===== src/rtl/lidar_rx_pkg.sv =====
// Shared types, defaults and the CRC-8 helper for the LiDAR receive sequencer.
// The CRC helper is only referenced when LIDAR_RX_CRC_EN is defined.
package lidar_rx_pkg;

    localparam int unsigned PKT_LEN_DEFAULT     = 47;
    localparam logic [7:0]  HDR_BYTE_DEFAULT    = 8'h54;
    localparam logic [7:0]  VERLEN_BYTE_DEFAULT = 8'h2C;
    localparam logic [7:0]  CRC8_POLY           = 8'h4D;

    typedef logic [1:0] bit_state_t;
    localparam bit_state_t BIT_IDLE  = 2'd0;
    localparam bit_state_t BIT_START = 2'd1;
    localparam bit_state_t BIT_DATA  = 2'd2;
    localparam bit_state_t BIT_STOP  = 2'd3;

    typedef logic [1:0] pkt_state_t;
    localparam pkt_state_t PKT_HUNT = 2'd0;
    localparam pkt_state_t PKT_VER  = 2'd1;
    localparam pkt_state_t PKT_BODY = 2'd2;

    // MSB-first, non-reflected, no final XOR.
    function automatic logic [7:0] crc8_update(input logic [7:0] crc, input logic [7:0] data);
        logic [7:0] c;
        c = crc ^ data;
        for (int i = 0; i < 8; i++) begin
            c = c[7] ? ((c << 1) ^ CRC8_POLY) : (c << 1);
        end
        return c;
    endfunction

endpackage


===== src/rtl/lidar_rx_sequencer_uart_rx_os.sv =====
// Oversampling UART receiver: 2-FF synchronizer, start/data/stop bit FSM and
// mid-bit 3-tick majority sampler. Emits a combinational byte strobe / frame error.
module uart_rx_os
    import lidar_rx_pkg::*;
#(
    parameter int OVERSAMPLE = 25
) (
    input  logic       clk_in,
    input  logic       reset_n,
    input  logic       rx,
    input  logic       enable,
    output logic [7:0] rx_data,
    output logic       rx_stb,
    output logic       rx_ferr
);

    localparam int             TW        = $clog2(OVERSAMPLE);
    localparam logic [TW-1:0]  TICK_LAST = TW'(OVERSAMPLE - 1);
    // Samples land on ticks mid-1, mid, mid+1; the decision is taken on the last.
    localparam logic [TW-1:0]  TICK_DEC  = TW'(OVERSAMPLE / 2 + 1);

    logic          rx_meta_q, rx_meta_d;
    logic          rx_sync_q, rx_sync_d;
    logic          rx_prev_q, rx_prev_d;
    logic [1:0]    hist_q, hist_d;
    logic [1:0]    settle_q, settle_d;
    bit_state_t    state_q, state_d;
    logic [TW-1:0] tick_q, tick_d;
    logic [2:0]    bit_cnt_q, bit_cnt_d;
    logic [7:0]    shift_q, shift_d;

    logic settled;
    logic majority;
    logic at_dec;
    logic at_end;

    assign settled  = (settle_q == 2'd3);
    assign majority = (hist_q[1] & hist_q[0]) | (hist_q[1] & rx_sync_q) | (hist_q[0] & rx_sync_q);
    assign at_dec   = (tick_q == TICK_DEC);
    assign at_end   = (tick_q == TICK_LAST);
    assign rx_data  = shift_q;

    always_comb begin
        // NOTE: every signal written here gets a default first, so no latch can be inferred.
        rx_meta_d = rx;
        rx_sync_d = rx_meta_q;
        rx_prev_d = rx_sync_q;
        hist_d    = {hist_q[0], rx_sync_q};
        settle_d  = settled ? settle_q : settle_q + 2'd1;
        state_d   = state_q;
        tick_d    = at_end ? '0 : tick_q + 1'b1;
        bit_cnt_d = bit_cnt_q;
        shift_d   = shift_q;
        rx_stb    = 1'b0;
        rx_ferr   = 1'b0;

        case (state_q)
            BIT_IDLE: begin
                tick_d = '0;
                // Edge qualification waits until the synchronizer holds real line values,
                // so a line already low at reset release never looks like a start.
                if (enable && settled && rx_prev_q && !rx_sync_q) begin
                    state_d = BIT_START;
                end
            end
            BIT_START: begin
                if (at_dec && majority) begin
                    state_d = BIT_IDLE;
                end else if (at_end) begin
                    state_d   = BIT_DATA;
                    bit_cnt_d = 3'd0;
                end
            end
            BIT_DATA: begin
                if (at_dec) begin
                    shift_d = {majority, shift_q[7:1]};
                end
                if (at_end) begin
                    if (bit_cnt_q == 3'd7) begin
                        state_d = BIT_STOP;
                    end else begin
                        bit_cnt_d = bit_cnt_q + 3'd1;
                    end
                end
            end
            BIT_STOP: begin
                if (at_dec) begin
                    state_d = BIT_IDLE;
                    rx_stb  = majority;
                    rx_ferr = !majority;
                end
            end
            default: state_d = BIT_IDLE;
        endcase

        if (!enable) begin
            state_d = BIT_IDLE;
            rx_stb  = 1'b0;
            rx_ferr = 1'b0;
        end
    end

    // NOTE: sequential state is only ever assigned with non-blocking (<=) assignments.
    always_ff @(posedge clk_in or negedge reset_n) begin
        if (!reset_n) begin
            rx_meta_q <= 1'b1;
            rx_sync_q <= 1'b1;
            rx_prev_q <= 1'b1;
            hist_q    <= 2'b11;
            settle_q  <= 2'd0;
            state_q   <= BIT_IDLE;
            tick_q    <= '0;
            bit_cnt_q <= 3'd0;
            shift_q   <= 8'h00;
        end else begin
            rx_meta_q <= rx_meta_d;
            rx_sync_q <= rx_sync_d;
            rx_prev_q <= rx_prev_d;
            hist_q    <= hist_d;
            settle_q  <= settle_d;
            state_q   <= state_d;
            tick_q    <= tick_d;
            bit_cnt_q <= bit_cnt_d;
            shift_q   <= shift_d;
        end
    end

endmodule


===== src/rtl/lidar_rx_sequencer.sv =====
// LiDAR receive sequencer: packet lock (0x54, 0x2C), payload streaming and CRC status.
// Define LIDAR_RX_CRC_EN to compile in the CRC-8 check; otherwise pkt_ok is 1 on every pkt_done.
module lidar_rx_sequencer
    import lidar_rx_pkg::*;
#(
    parameter int         OVERSAMPLE  = 25,
    parameter int         PKT_LEN     = PKT_LEN_DEFAULT,
    parameter logic [7:0] HDR_BYTE    = HDR_BYTE_DEFAULT,
    parameter logic [7:0] VERLEN_BYTE = VERLEN_BYTE_DEFAULT
) (
    input  logic       clk_in,
    input  logic       reset_n,
    input  logic       rx,
    input  logic       enable,
    output logic [7:0] byte_out,
    output logic       byte_valid,
    output logic [5:0] byte_idx,
    output logic       pkt_done,
    output logic       pkt_ok,
    output logic       frame_err,
    output logic       locked
);

    localparam logic [5:0] LAST_IDX = 6'(PKT_LEN - 1);

    logic [7:0] rx_data;
    logic       rx_stb;
    logic       rx_ferr;
    logic       crc_ok;

    pkt_state_t pkt_state_q, pkt_state_d;
    logic [5:0] idx_q, idx_d;
    logic [7:0] byte_out_q, byte_out_d;
    logic [5:0] byte_idx_q, byte_idx_d;
    logic       byte_valid_q, byte_valid_d;
    logic       pkt_done_q, pkt_done_d;
    logic       pkt_ok_q, pkt_ok_d;
    logic       frame_err_q, frame_err_d;

    uart_rx_os #(
        .OVERSAMPLE(OVERSAMPLE)
    ) u_uart (
        .clk_in (clk_in),
        .reset_n(reset_n),
        .rx     (rx),
        .enable (enable),
        .rx_data(rx_data),
        .rx_stb (rx_stb),
        .rx_ferr(rx_ferr)
    );

`ifdef LIDAR_RX_CRC_EN
    logic [7:0] crc_q, crc_d;

    always_comb begin
        crc_d = crc_q;
        if (rx_stb) begin
            if (pkt_state_q == PKT_BODY) begin
                if (idx_q != LAST_IDX) begin
                    crc_d = crc8_update(crc_q, rx_data);
                end
            end else if (rx_data == HDR_BYTE) begin
                crc_d = crc8_update(8'h00, rx_data);
            end else if (pkt_state_q == PKT_VER && rx_data == VERLEN_BYTE) begin
                crc_d = crc8_update(crc_q, rx_data);
            end
        end
    end

    always_ff @(posedge clk_in or negedge reset_n) begin
        if (!reset_n) begin
            crc_q <= 8'h00;
        end else begin
            crc_q <= crc_d;
        end
    end

    assign crc_ok = (crc_q == rx_data);
`else
    assign crc_ok = 1'b1;
`endif

    always_comb begin
        pkt_state_d  = pkt_state_q;
        idx_d        = idx_q;
        byte_out_d   = byte_out_q;
        byte_idx_d   = byte_idx_q;
        byte_valid_d = 1'b0;
        pkt_done_d   = 1'b0;
        pkt_ok_d     = 1'b0;
        frame_err_d  = rx_ferr;

        if (rx_ferr) begin
            pkt_state_d = PKT_HUNT;
        end else if (rx_stb) begin
            case (pkt_state_q)
                PKT_HUNT: begin
                    if (rx_data == HDR_BYTE) begin
                        pkt_state_d = PKT_VER;
                    end
                end
                PKT_VER: begin
                    if (rx_data == VERLEN_BYTE) begin
                        pkt_state_d = PKT_BODY;
                        idx_d       = 6'd2;
                    end else if (rx_data != HDR_BYTE) begin
                        pkt_state_d = PKT_HUNT;
                    end
                end
                PKT_BODY: begin
                    if (idx_q == LAST_IDX) begin
                        pkt_done_d  = 1'b1;
                        pkt_ok_d    = crc_ok;
                        pkt_state_d = PKT_HUNT;
                    end else begin
                        byte_valid_d = 1'b1;
                        byte_out_d   = rx_data;
                        byte_idx_d   = idx_q;
                        idx_d        = idx_q + 6'd1;
                    end
                end
                default: pkt_state_d = PKT_HUNT;
            endcase
        end

        if (!enable) begin
            pkt_state_d = PKT_HUNT;
        end
    end

    always_ff @(posedge clk_in or negedge reset_n) begin
        if (!reset_n) begin
            pkt_state_q  <= PKT_HUNT;
            idx_q        <= 6'd0;
            byte_out_q   <= 8'h00;
            byte_idx_q   <= 6'd0;
            byte_valid_q <= 1'b0;
            pkt_done_q   <= 1'b0;
            pkt_ok_q     <= 1'b0;
            frame_err_q  <= 1'b0;
        end else begin
            pkt_state_q  <= pkt_state_d;
            idx_q        <= idx_d;
            byte_out_q   <= byte_out_d;
            byte_idx_q   <= byte_idx_d;
            byte_valid_q <= byte_valid_d;
            pkt_done_q   <= pkt_done_d;
            pkt_ok_q     <= pkt_ok_d;
            frame_err_q  <= frame_err_d;
        end
    end

    assign byte_out   = byte_out_q;
    assign byte_valid = byte_valid_q;
    assign byte_idx   = byte_idx_q;
    assign pkt_done   = pkt_done_q;
    assign pkt_ok     = pkt_ok_q;
    assign frame_err  = frame_err_q;
    assign locked     = (pkt_state_q == PKT_BODY);

endmodule


===== config.mk =====
export PLATFORM = sky130hd
export DESIGN_NAME = lidar_rx_sequencer
export DESIGN_NICKNAME = d
export VERILOG_FILES = /design/src/rtl/lidar_rx_pkg.sv /design/src/rtl/lidar_rx_sequencer_uart_rx_os.sv /design/src/rtl/lidar_rx_sequencer.sv
export SDC_FILE = /design/constraint.sdc
export NUM_CORES = 1
export LEC_CHECK = 0
export ABC_AREA = 1
export BUFFER_PORTS_ARGS = -buffer_cell sky130_fd_sc_hd__buf_4
export CELL_PAD_IN_SITES_DETAIL_PLACEMENT = 2
export CELL_PAD_IN_SITES_GLOBAL_PLACEMENT = 2
export CORE_ASPECT_RATIO = 1.1
export CORE_MARGIN = 5
export CORE_UTILIZATION = 36
export DETAILED_ROUTE_END_ITERATION = 16
export HOLD_SLACK_MARGIN = 0.02
export PLACE_DENSITY = 0.85
export SLEW_MARGIN = 5
export SYNTH_ARGS = -nofsm -noshare
export SYNTH_HDL_FRONTEND = slang
export SYNTH_SLANG_ARGS = --single-unit

===== constraint.sdc =====
create_clock -name clk_in -period 2.1 [get_ports clk_in]
set_input_delay 0.21 -clock clk_in [delete_from_list [all_inputs] [get_ports clk_in]]
set_output_delay 0.21 -clock clk_in [all_outputs]
set_load 0.02 [all_outputs]

# Yosys cells after proc, flatten, opt, wreduce, memory -nomap -nowiden

Index checks and enable logic that the tools add are counted.

Latch bits: 0
Word-level logic and storage cells: 111
Flip-flop bits (word level): 50
Bits of input ports: 4
ROM bits: 0
Output and inout port bits: 19
RAM bits: 0
Memories: 0

Add/subtract/negate cells: 4
Multipliers: 0
Reduce and logical (&&, ||, !) cells: 16
Order comparisons: 0
Muxes and demuxes: 40
Eq/ne operators: 28
Shifts and indexed selects: 0
Bitwise logic cells: 7
Div/mod/pow operators: 0

Operators by type and width:

| operator                                                                 | number |
|---|---|
| 2-bit 2-to-1 mux                                                         | 14 |
| 5-bit AND reduction                                                      | 3 |
| 1-bit 2-to-1 mux                                                         | 14 |
| 3-bit 2-to-1 mux                                                         | 4 |
| 6-bit 2-to-1 mux                                                         | 2 |
| 3-bit by 2-bit inequality test with 1-bit output (second input constant) | 4 |
| 6-bit case mux with 2 select lines                                       | 1 |
| 5-bit 2-to-1 mux                                                         | 2 |
| 2-bit == test (second input constant)                                    | 4 |
| 8-bit by 6-bit == test with 1-bit output (second input constant)         | 1 |
| 8-bit by 7-bit == test with 1-bit output (second input constant)         | 1 |
| 2-bit inequality test (second input constant)                            | 4 |
| 4-bit by 2-bit inequality test with 1-bit output (second input constant) | 2 |
| 8-bit by 7-bit inequality test with 1-bit output (second input constant) | 1 |
| 2-bit case mux with 4 select lines                                       | 1 |
| 4-bit AND reduction                                                      | 2 |
| 6-bit by 1-bit adder with 6-bit output (second input constant)           | 1 |
| 6-bit == test (second input constant)                                    | 1 |
| 2-bit case mux with 3 select lines                                       | 1 |
| 3-bit case mux with 2 select lines                                       | 1 |
| 5-bit by 1-bit adder with 5-bit output (second input constant)           | 1 |
| 5-bit by 4-bit == test with 1-bit output (second input constant)         | 1 |
| 5-bit == test (second input constant)                                    | 1 |
| 5-bit inequality test (second input constant)                            | 1 |
| other kinds (15)                                                         | 27 |

# Longest topological paths before layout

Gate-level depths: netlist of run 1.

Depth in word-level cells: 9
Mapped depth: 10
Gate-level depth less buffers: 10

# Hierarchy

From an unflattened synthesis of run 1, not the netlist that was laid out.

Cell total of the unflattened synthesis: 282
Area total of the unflattened synthesis: 2504.9 um^2

By module, submodules not included:

| module             | times used | cells each | area an instance (um^2) | sequential area each (um^2) |
|---|---|---|---|---|
| lidar_rx_sequencer | 1          | 153        | 1283.7                  | 625.6 |
| uart_rx_os         | 1          | 129        | 1221.2                  | 605.6 |

# Least setup slack after synthesis of run 1

OpenSTA, ideal clock, no wires.

Path type: flip-flop to flip-flop
Start: reg u_uart.rx_sync_q (netlist: u_uart.rx_prev_d)
End: reg byte_out_q[2] (netlist: byte_out[2])
Required time: 1.982 ns
Buffers on the path: 1
Setup time: 0.118 ns
Clock period less this slack: 1.615 ns
Setup slack: 0.485 ns
Arrival time: 1.497 ns
Stages on the path, launching flop included: 9
Cell sequence: dfstp_2 nand2_1 nand2_1 o21ai_0 nor3_2 nand3_4 buf_6 nand2_1 o21ai_2

Word-level cells in the longest chain between the ends: 9
Elaborated cells on any way between the ends: 13
Classes of those cells: mux (6); bitwise (5); reduce/logical (2)

Ends and longest elaborated chain:

| item                                     | line                                 | source |
|---|---|---|
| start, declared                          | lidar_rx_sequencer_uart_rx_os.sv:23  | `logic rx_sync_q, rx_sync_d;` |
| start signal, assigned                   | lidar_rx_sequencer_uart_rx_os.sv:117 | `rx_sync_q <= rx_sync_d;` |
| 1-bit AND                                | lidar_rx_sequencer_uart_rx_os.sv:38  | `assign majority = (hist_q[1] & hist_q[0]) \| (hist_q[1] & rx_sync_q) \| (hist_q[0] & rx_sync_q);` |
| 1-bit OR                                 | lidar_rx_sequencer_uart_rx_os.sv:38  |  |
| 1-bit OR (*)                             | lidar_rx_sequencer_uart_rx_os.sv:38  |  |
| 1-bit logical NOT                        | lidar_rx_sequencer_uart_rx_os.sv:90  | `rx_ferr = !majority;` |
| 1-bit 2-to-1 mux                         | lidar_rx_sequencer_uart_rx_os.sv:87  | `if (at_dec) begin` |
| 1-bit 2-to-1 mux                         | lidar_rx_sequencer_uart_rx_os.sv:57  | `case (state_q)` |
| 1-bit 2-to-1 mux                         | lidar_rx_sequencer_uart_rx_os.sv:96  | `if (!enable) begin` |
| 1-bit NOT (no source line)               | -                                    |  |
| 4-bit AND reduction (no source line) (*) | -                                    |  |
| end signal, assigned                     | lidar_rx_sequencer.sv:144            | `byte_out_q <= byte_out_d;` |
| end, declared                            | lidar_rx_sequencer.sv:33             | `logic [7:0] byte_out_q, byte_out_d;` |

Every way passes the cells marked *; elsewhere a longest branch is shown, timed or not.
A chain may end at the register's enable or synchronous reset.

# Final worst setup path of run 1

Start: reg u_uart.tick_q[1]
End: reg byte_idx_q[5] (netlist: byte_idx[5])

Word-level cells in the longest chain between the ends: 6
Elaborated cells on any way between the ends: 9
Classes of those cells: eq/ne (1); mux (6); bitwise (1); reduce/logical (1)

Ends and longest elaborated chain:

| item                                         | line                                 | source |
|---|---|---|
| start, declared                              | lidar_rx_sequencer_uart_rx_os.sv:28  | `logic [TW-1:0] tick_q, tick_d;` |
| start signal, assigned                       | lidar_rx_sequencer_uart_rx_os.sv:122 | `tick_q <= tick_d;` |
| 5-bit by 4-bit == test with 1-bit output (*) | lidar_rx_sequencer_uart_rx_os.sv:39  | `assign at_dec = (tick_q == TICK_DEC);` |
| 1-bit 2-to-1 mux                             | lidar_rx_sequencer_uart_rx_os.sv:87  |  |
| 1-bit 2-to-1 mux                             | lidar_rx_sequencer_uart_rx_os.sv:57  |  |
| 1-bit 2-to-1 mux                             | lidar_rx_sequencer_uart_rx_os.sv:96  |  |
| 1-bit NOT (no source line)                   | -                                    |  |
| 4-bit AND reduction (no source line) (*)     | -                                    |  |
| end signal, assigned                         | lidar_rx_sequencer.sv:145            | `byte_idx_q <= byte_idx_d;` |
| end, declared                                | lidar_rx_sequencer.sv:34             | `logic [5:0] byte_idx_q, byte_idx_d;` |

Marks and branches as above.

==> results.md, run 1 <==
- Setup crit start kind: flop
- Crit share post-route: 91.4%
- Largest area contributor in the netlist: dfrtp_1
- Final hold viol count: 0
- Crit path cell chain: inv_1 -> ha_1 -> nand2_1 -> nor2_4 -> nand2_2 -> nor3_4 -> nand3_4 -> inv_1 -> nand2_1 -> nand2_1
- Worst IR drop on VDD: approximately 0.37 mV
- First-pass DRT Iterations: 4
- RR Endpoint: byte_idx[5]$_DFFE_PN0P_
- Initial Utilization: 36.8%
- R2R Setup Slk: 0.18 ns
- Cells after Synth: 270
- Input/output buffers: 22
- Largest net degree at the start of global routing: 50
- Root Buffer: clkbuf_8
- CTS tree: yes
- Antenna cell count: 0
- Most frequent CP cell: nand2_1
- Io pins: 23
- Peak Freq: 521 MHz
- DP HPWL: around 4.0 mm
- Yosys warnings: 0
- Hold Path Sink: u_uart.state_q[1]$_DFFE_PN0P_
- Max Fanout on Critical Path: 14
- Worst setup path class: flop to flop
- Setup TNS: 0 ns
- Final nets: 315
- Worst path slowest cell: dfrtp_1
- Post-synthesis net count: 286
- Die area: 8440 µm²
- First-pass GRT wire length: 9.45 mm
- Ys flop type: dfrtp_1
- Synth top area share: 46.7%
- Outcome: completed
- Worst-margin pin slew: 0.629 ns
- Row Count: 31
- RePlAce Congestion: 0.734
- Vias in the first global route: 2018
- Detailed Route WL: 5.68 mm
- Clock buffer depth: 2
- Die H: 95.9 µm
- Worst Hold Class: primary input to flop
- Max_slew headroom: 57.6%
- Setup Viol. Count Final: 0
- Syn Std Cell Area: 2410 µm²
- Worst hold path startpoint: enable
- CP bufs+invs: 2
- Endpoint class of the critical path: flop
- Inserted Clock Buffers: 5
- Clock-pin slew on the worst setup and hold paths: 0.09 ns
- CP required: 2.35 ns
- Total gr overflow: 0
- Routed Antenna Nets: 0
- Final Max Slew Viols: 0
- Critical Path Start: u_uart.tick_q[1]$_DFF_PN0_
- Core region area: 6560 µm²
- Top-count cell post-synth: nand2_1
- FF-to-FF Start: u_uart.tick_q[1]$_DFF_PN0_
- DR DRC count: 0
- Flops & latches, synth: slightly below 50
- Final Cell Area: 2820 µm²
- CP delay by family, top: simple AND/OR/NAND/NOR gates
- Max-Cap Viols: 0
- Post-Syn Area per Cell: 8.94 µm²
- Critical path arrival: approximately 2.2 ns
- R2R depth: 10
- EDFF count, synth: 0
- Total GRT Usage: 14.4%
- Post-synth cell types: 27
- Commonest cells post-synth: nand2_1, dfrtp_1, inv_1, nor2_1, o21ai_2
- DR iter-0 viols: between 40 and 50
- Placed Instance Area: 2650 µm²
- Die width: approximately 88 µm
- Fraction of layout cells with a size suffix above 1: 20.7%
- Pwr dens: roughly 740 nW/µm²
- Final min period: 1.92 ns
- Hold Path Cell Cnt: 3
- H-tree depth: 2
- Pleak: roughly 1.3 nW
- Routed via count: approximately 1900
- Largest stage delay, worst path: roughly 0.42 ns
- Clk_lat worst skew: 0.31 ns
- Fin Clk Skew: ~0.014 ns
- Vias per Instance: 4.91
- RSZ-0062 raised after global routing: no
- Antenna violations before repair: 0
- DR WL/cell: between 10 and 15 µm
- Post-synthesis sequential area ratio: between 50% and 60%
- Top post-synthesis cells by area: dfrtp_1, nand2_1, ha_1, o21ai_2, inv_1
- Synth async-reset ratio: between 90% and 100%
- Clk sink count: between 40 and 50
- Area Growth Syn to Fin: 16.6%
repair_timing:
action                                 CTS  global route
hold buffers                             2             0
endpoints found under the hold margin   46             0
setup endpoints to repair                0            14
buffers inserted                         0             0
resized for setup                        0             2
final cells by class:
class / instances / area (µm²)
clock inverter: 2 / 37.5
timing repair buffer: 26 / 200
sequential: 49 / 1230
multi-input combinational: 183 / 1030
inverter: 34 / 128
clock buffer: 6 / 82.6
tap: 82 / 103
fill: 741 / 3740
worst max-delay path by stage:
stage          depth (start not counted)                       to
5_1_grt                               10  byte_idx[1]$_DFFE_PN0P_
2_1_floorplan                          8  byte_out[2]$_DFFE_PN0P_
3_5_place_dp                          10  byte_idx[5]$_DFFE_PN0P_
4_1_cts                               10  byte_idx[5]$_DFFE_PN0P_
6_report                              10  byte_idx[5]$_DFFE_PN0P_
3_3_place_gp                           8  byte_idx[1]$_DFFE_PN0P_
report_power, final:
group | total (mW) | leakage [nW] | switching (mW) | internal, mW
combinational | 0.321 | 0.626 | 0.211 | 0.110
sequential | 1.06 | 0.657 | 0.0612 | 0.994
clock | 0.712 | 0.0574 | 0.325 | 0.388
through the flow:
step | power (mW) | setup slack, ns | instances | hold slack (ns) | util (%)
global placement | 1.37 | 0.232 | 371 | 0.275 | 40.4
global route | 2.23 | 0.0427 | 382 | 0.187 | 42.9
finish | 2.09 | 0.180 | 382 | 0.179 | 42.9
CTS | 2.13 | 0.0493 | 381 | 0.170 | 42.6
detailed placement | 1.40 | 0.0818 | 371 | 0.276 | 40.4
floorplan | 1.28 | 0.485 | 270 | -0.0856 | -
worst register-to-register path, delay by kind of cell (launching register included):
family                     cells  cell delay, ns
and+or+nand+nor                7            1.06
DFF                            1            0.42
buffers and inverters          2            0.26
adders and majority gates      1            0.15
state kept, by name, indices dropped and copies added, names as in the netlist, 3 cells and up:
signal	flops
u_uart.rx_data	8
byte_out	8
idx_q	6
u_uart.bit_cnt_q	3
u_uart.tick_q	5
byte_idx	6
per-layer routing:
layer | track usage, % | up-vias | wire, µm
li1 | - | 911 | -
met1 | 17.1 | 933 | 2480
met2 | 25.9 | 26 | 2930
met3 | 2.91 | 6 | 192
met4 | 4.53 | 0 | 79
met5 | 0 | - | 0
logic make-up (layout without fill, tap and decap cells):
logic type | Yosys count | count (layout) | share of synthesized area, %
DFF | 49 | 49 | 51.0
muxes | 1 | 1 | 0.467
xor gates and xnor gates | 5 | 5 | 1.81
and+or+nand+nor | 125 | 126 | 22.4
AOI/OAI and AO/OA | 39 | 39 | 10.9
adders and majority gates | 12 | 12 | 6.22
buffers and inverters | 39 | 68 | 7.15
layout by cell type, fill, tap and decap left out:
master / Yosys / routed
o211ai_1: 1 / 1
clkbuf_8: 0 / 6
and3_2: 1 / 1
nand2_1: 74 / 74
nor3_4: 0 / 1
dlygate4sd3_1: 0 / 2
nand3_1: 14 / 14
xor2_1: 2 / 2
o21ai_1: 2 / 2
a31oi_1: 1 / 1
nand4_1: 2 / 2
nor3_1: 2 / 2
o21ai_2: 17 / 17
dfrtp_1: 45 / 45
buf_4: 1 / 24
nor2_4: 2 / 2
nand2_2: 2 / 2
dfstp_2: 4 / 4
bufinv_16: 0 / 1
xnor2_1: 3 / 3
nand3b_1: 1 / 1
a21oi_1: 2 / 2
nand3_4: 1 / 2
o21ai_0: 16 / 16
clkinvlp_4: 0 / 1
mux2_2: 1 / 1
ha_1: 12 / 12
inv_1: 34 / 34
nor2_1: 25 / 25
Power figures use the tool's default switching activity.
==> inputs of run 2 (changes only) <==
--- a/config.mk
+++ b/config.mk
@@ -7,14 +7,14 @@
 export LEC_CHECK = 0
 export ABC_AREA = 1
 export BUFFER_PORTS_ARGS = -buffer_cell sky130_fd_sc_hd__buf_4
-export CELL_PAD_IN_SITES_DETAIL_PLACEMENT = 2
-export CELL_PAD_IN_SITES_GLOBAL_PLACEMENT = 2
+export CELL_PAD_IN_SITES_DETAIL_PLACEMENT = 1
+export CELL_PAD_IN_SITES_GLOBAL_PLACEMENT = 1
 export CORE_ASPECT_RATIO = 1.1
 export CORE_MARGIN = 5
-export CORE_UTILIZATION = 36
+export CORE_UTILIZATION = 45
 export DETAILED_ROUTE_END_ITERATION = 16
 export HOLD_SLACK_MARGIN = 0.02
-export PLACE_DENSITY = 0.85
+export PLACE_DENSITY = 0.86
 export SLEW_MARGIN = 5
 export SYNTH_ARGS = -nofsm -noshare
 export SYNTH_HDL_FRONTEND = slang
==> run 2 against run 1 <==
Net effect: combinational power decreased by 2%; critical path type unchanged; fmax increased by 4.5%; first-iteration DRC count increased by 87%; worst hold slack got worse by 0.012 ns; global-route usage increased by 0.94 points; clock skew decreased by 0.0079 ns; via count decreased by 1.2%; non-clock buffer count decreased by 1.
==> results.md, run 2 (synthesis gave the netlist of run 1 again) <==
- Endpoint class of the critical path: flop
- Hold Path Cell Cnt: 3
- Setup Viol. Count Final: 0
- Max_slew headroom: 59.9%
- Commonest non-fill, non-tap cell in the layout: nand2_1
- DR DRC count: 0
- PnR worst setup slack: 0.262 ns
- Final nets: 314
- Vias in the first global route: 1933
- RR Endpoint: byte_out[5]$_DFFE_PN0P_
- Met1 Use GR: 17.3%
- Met2 GRT Util: 27.9%
- First-pass GRT wire length: 8.46 mm
- RePlAce Congestion: 0.728
- Crit share post-route: 87.5%
- Met3 Use GR: 3.64%
- Row Count: 28
- Commonest cells after routing, fill and taps aside: nand2_1, dfrtp_1, inv_1, nor2_1, buf_4
- Hold Path Sink: u_uart.state_q[1]$_DFFE_PN0P_
- Worst hold path startpoint: enable
- CTS tree: yes
- Total gr overflow: 0
- Final hold viol count: 0
- Critical path arrival: 2.03 ns
- DR WL/cell: 12.9 µm
- Final Max Slew Viols: 0
- Die width: 79.8 µm
- Die H: between 80 and 90 µm
- R2R Setup Slk: 0.26 ns
- RSZ-0062 raised after global routing: no
- Vias per Instance: roughly 5.0
- H-tree depth: 2
- Worst IR drop on VDD: 0.496 mV
- Antenna violations before repair: 0
- DR iter-0 viols: 86
- Flop pwr share: 54.6%
- Inserted Clock Buffers: 5
- Worst Hold Class: primary input to flop
- Fin Clk Skew: 0.00627 ns
- Outcome: completed
- Clk_lat worst skew: 0.30 ns
- FF-to-FF Start: u_uart.tick_q[1]$_DFF_PN0_
- Internal: 1.37 mW
- First-pass DRT Iterations: 4
- Clock buffer depth: 2
- CP required: between 2 and 2.5 ns
- Detailed Route WL: 4.83 mm
- CP bufs+invs: 1
- GR peak layer: met2
- Routed Antenna Nets: 0
- Max Fanout on Critical Path: 13
- CP delay by family, top: simple AND/OR/NAND/NOR gates
- Peak Freq: 544 MHz
- Initial Utilization: ~46%
- Die area: 6930 µm²
- Antenna cell count: 0
- Worst setup path class: flop to flop
- Final min period: between 1.5 and 2 ns
- Pleak: 1.32 nW
- Fraction of layout cells with a size suffix above 1: 19.8%
- Sw power: 559 µW
- Io pins: 23
- Setup Buffers After CTS: 0
- Routed via count: between 1500 and 2000
- Largest net degree at the start of global routing: 50
- Pre-CTS WS: between 0.1 and 0.15 ns
- Worst-margin pin slew: 0.596 ns
- Clock power share: 29.0%
- Root Buffer: clkbuf_8
- Area Growth Syn to Fin: 14.6%
- Sw frac: 29.0%
- Largest stage delay, worst path: a little over 0.4 ns
- DP HPWL: 3.43 mm
- Crit path cell chain: inv_1 -> ha_1 -> nand2_1 -> nor2_4 -> nand2_2 -> nor3_4 -> nand3_4 -> nand2_1 -> o21ai_2
- Clock-pin slew on the worst setup and hold paths: 0.08 ns
- Total GRT Usage: 15.3%
- Input/output buffers: 22
- Worst path slowest cell: dfrtp_1
- Setup TNS: 0 ns
- R2R depth: 9
- Setup crit start kind: flop
- Clk sink count: 49
- Most frequent CP cell: nand2_1
- Comb power frac: 16.4%
- Pwr dens: 697 nW/µm²
- Core region area: 5290 µm²
- Max-Cap Viols: 0
- Critical Path Start: u_uart.tick_q[1]$_DFF_PN0_
## run 2: cell type report
class,count,area (µm²)
fill,638,2520
sequential,49,1230
multi-input combinational,183,1030
timing repair buffer,25,193
inverter,34,128
tap,75,93.8
clock buffer,7,86.3
## run 2: per-stage QoR
| step | hold slack [ns] | power, mW | std cells | area, µm² | util [%] |
|---|---|---|---|---|---|
| floorplan | -0.0856 | 1.28 | 270 | 2410 | - |
| global placement | 0.266 | 1.37 | 363 | 2640 | 49.8 |
| detailed placement | 0.270 | 1.39 | 363 | 2640 | 49.8 |
| CTS | 0.158 | 1.96 | 372 | 2740 | 51.8 |
| global route | 0.169 | 2.06 | 373 | 2770 | 52.3 |
| finish | 0.167 | 1.93 | 373 | 2770 | 52.3 |
## run 2: repair_timing
action / CTS / global route
setup endpoints to repair: 0 / 14
gates resized for setup: 0 / 2
hold endpoints to repair: 46 / 0
hold buffers: 2 / 0
## run 2: power groups by stage
| stage | combinational, mW | sequential (mW) | clock (mW) |
|---|---|---|---|
| finish | 0.316 | 1.05 | 0.559 |
| global route | 0.379 | 1.06 | 0.618 |
| CTS | 0.326 | 1.05 | 0.580 |
| detailed placement | 0.320 | 1.07 | 0 |
| global placement | 0.298 | 1.07 | 0 |
| floorplan | 0.228 | 1.06 | 0 |
## run 2: per-layer routing
layer | vias to the layer above | wire (µm)
li1 | 907 | -
met1 | 907 | 1990
met2 | 31 | 2550
met3 | 8 | 204
met4 | 0 | 83
met5 | - | 0
## run 2: how the worst max path moves through the flow
stage                              endpoint  slack, ns  cells after the start
floorplan           byte_out[2]$_DFFE_PN0P_       0.48                      8
finish              byte_out[5]$_DFFE_PN0P_       0.26                      9
global route        byte_idx[1]$_DFFE_PN0P_       0.06                      8
detailed placement  byte_idx[5]$_DFFE_PN0P_       0.12                      8
global placement    byte_out[6]$_DFFE_PN0P_       0.25                      7
CTS                 byte_idx[5]$_DFFE_PN0P_       0.08                      8
## run 2: worst min-delay path, stage by stage
cell	delay [ns]
buf_4	0.09
nand3_1	0.07
nand2_1	0.06
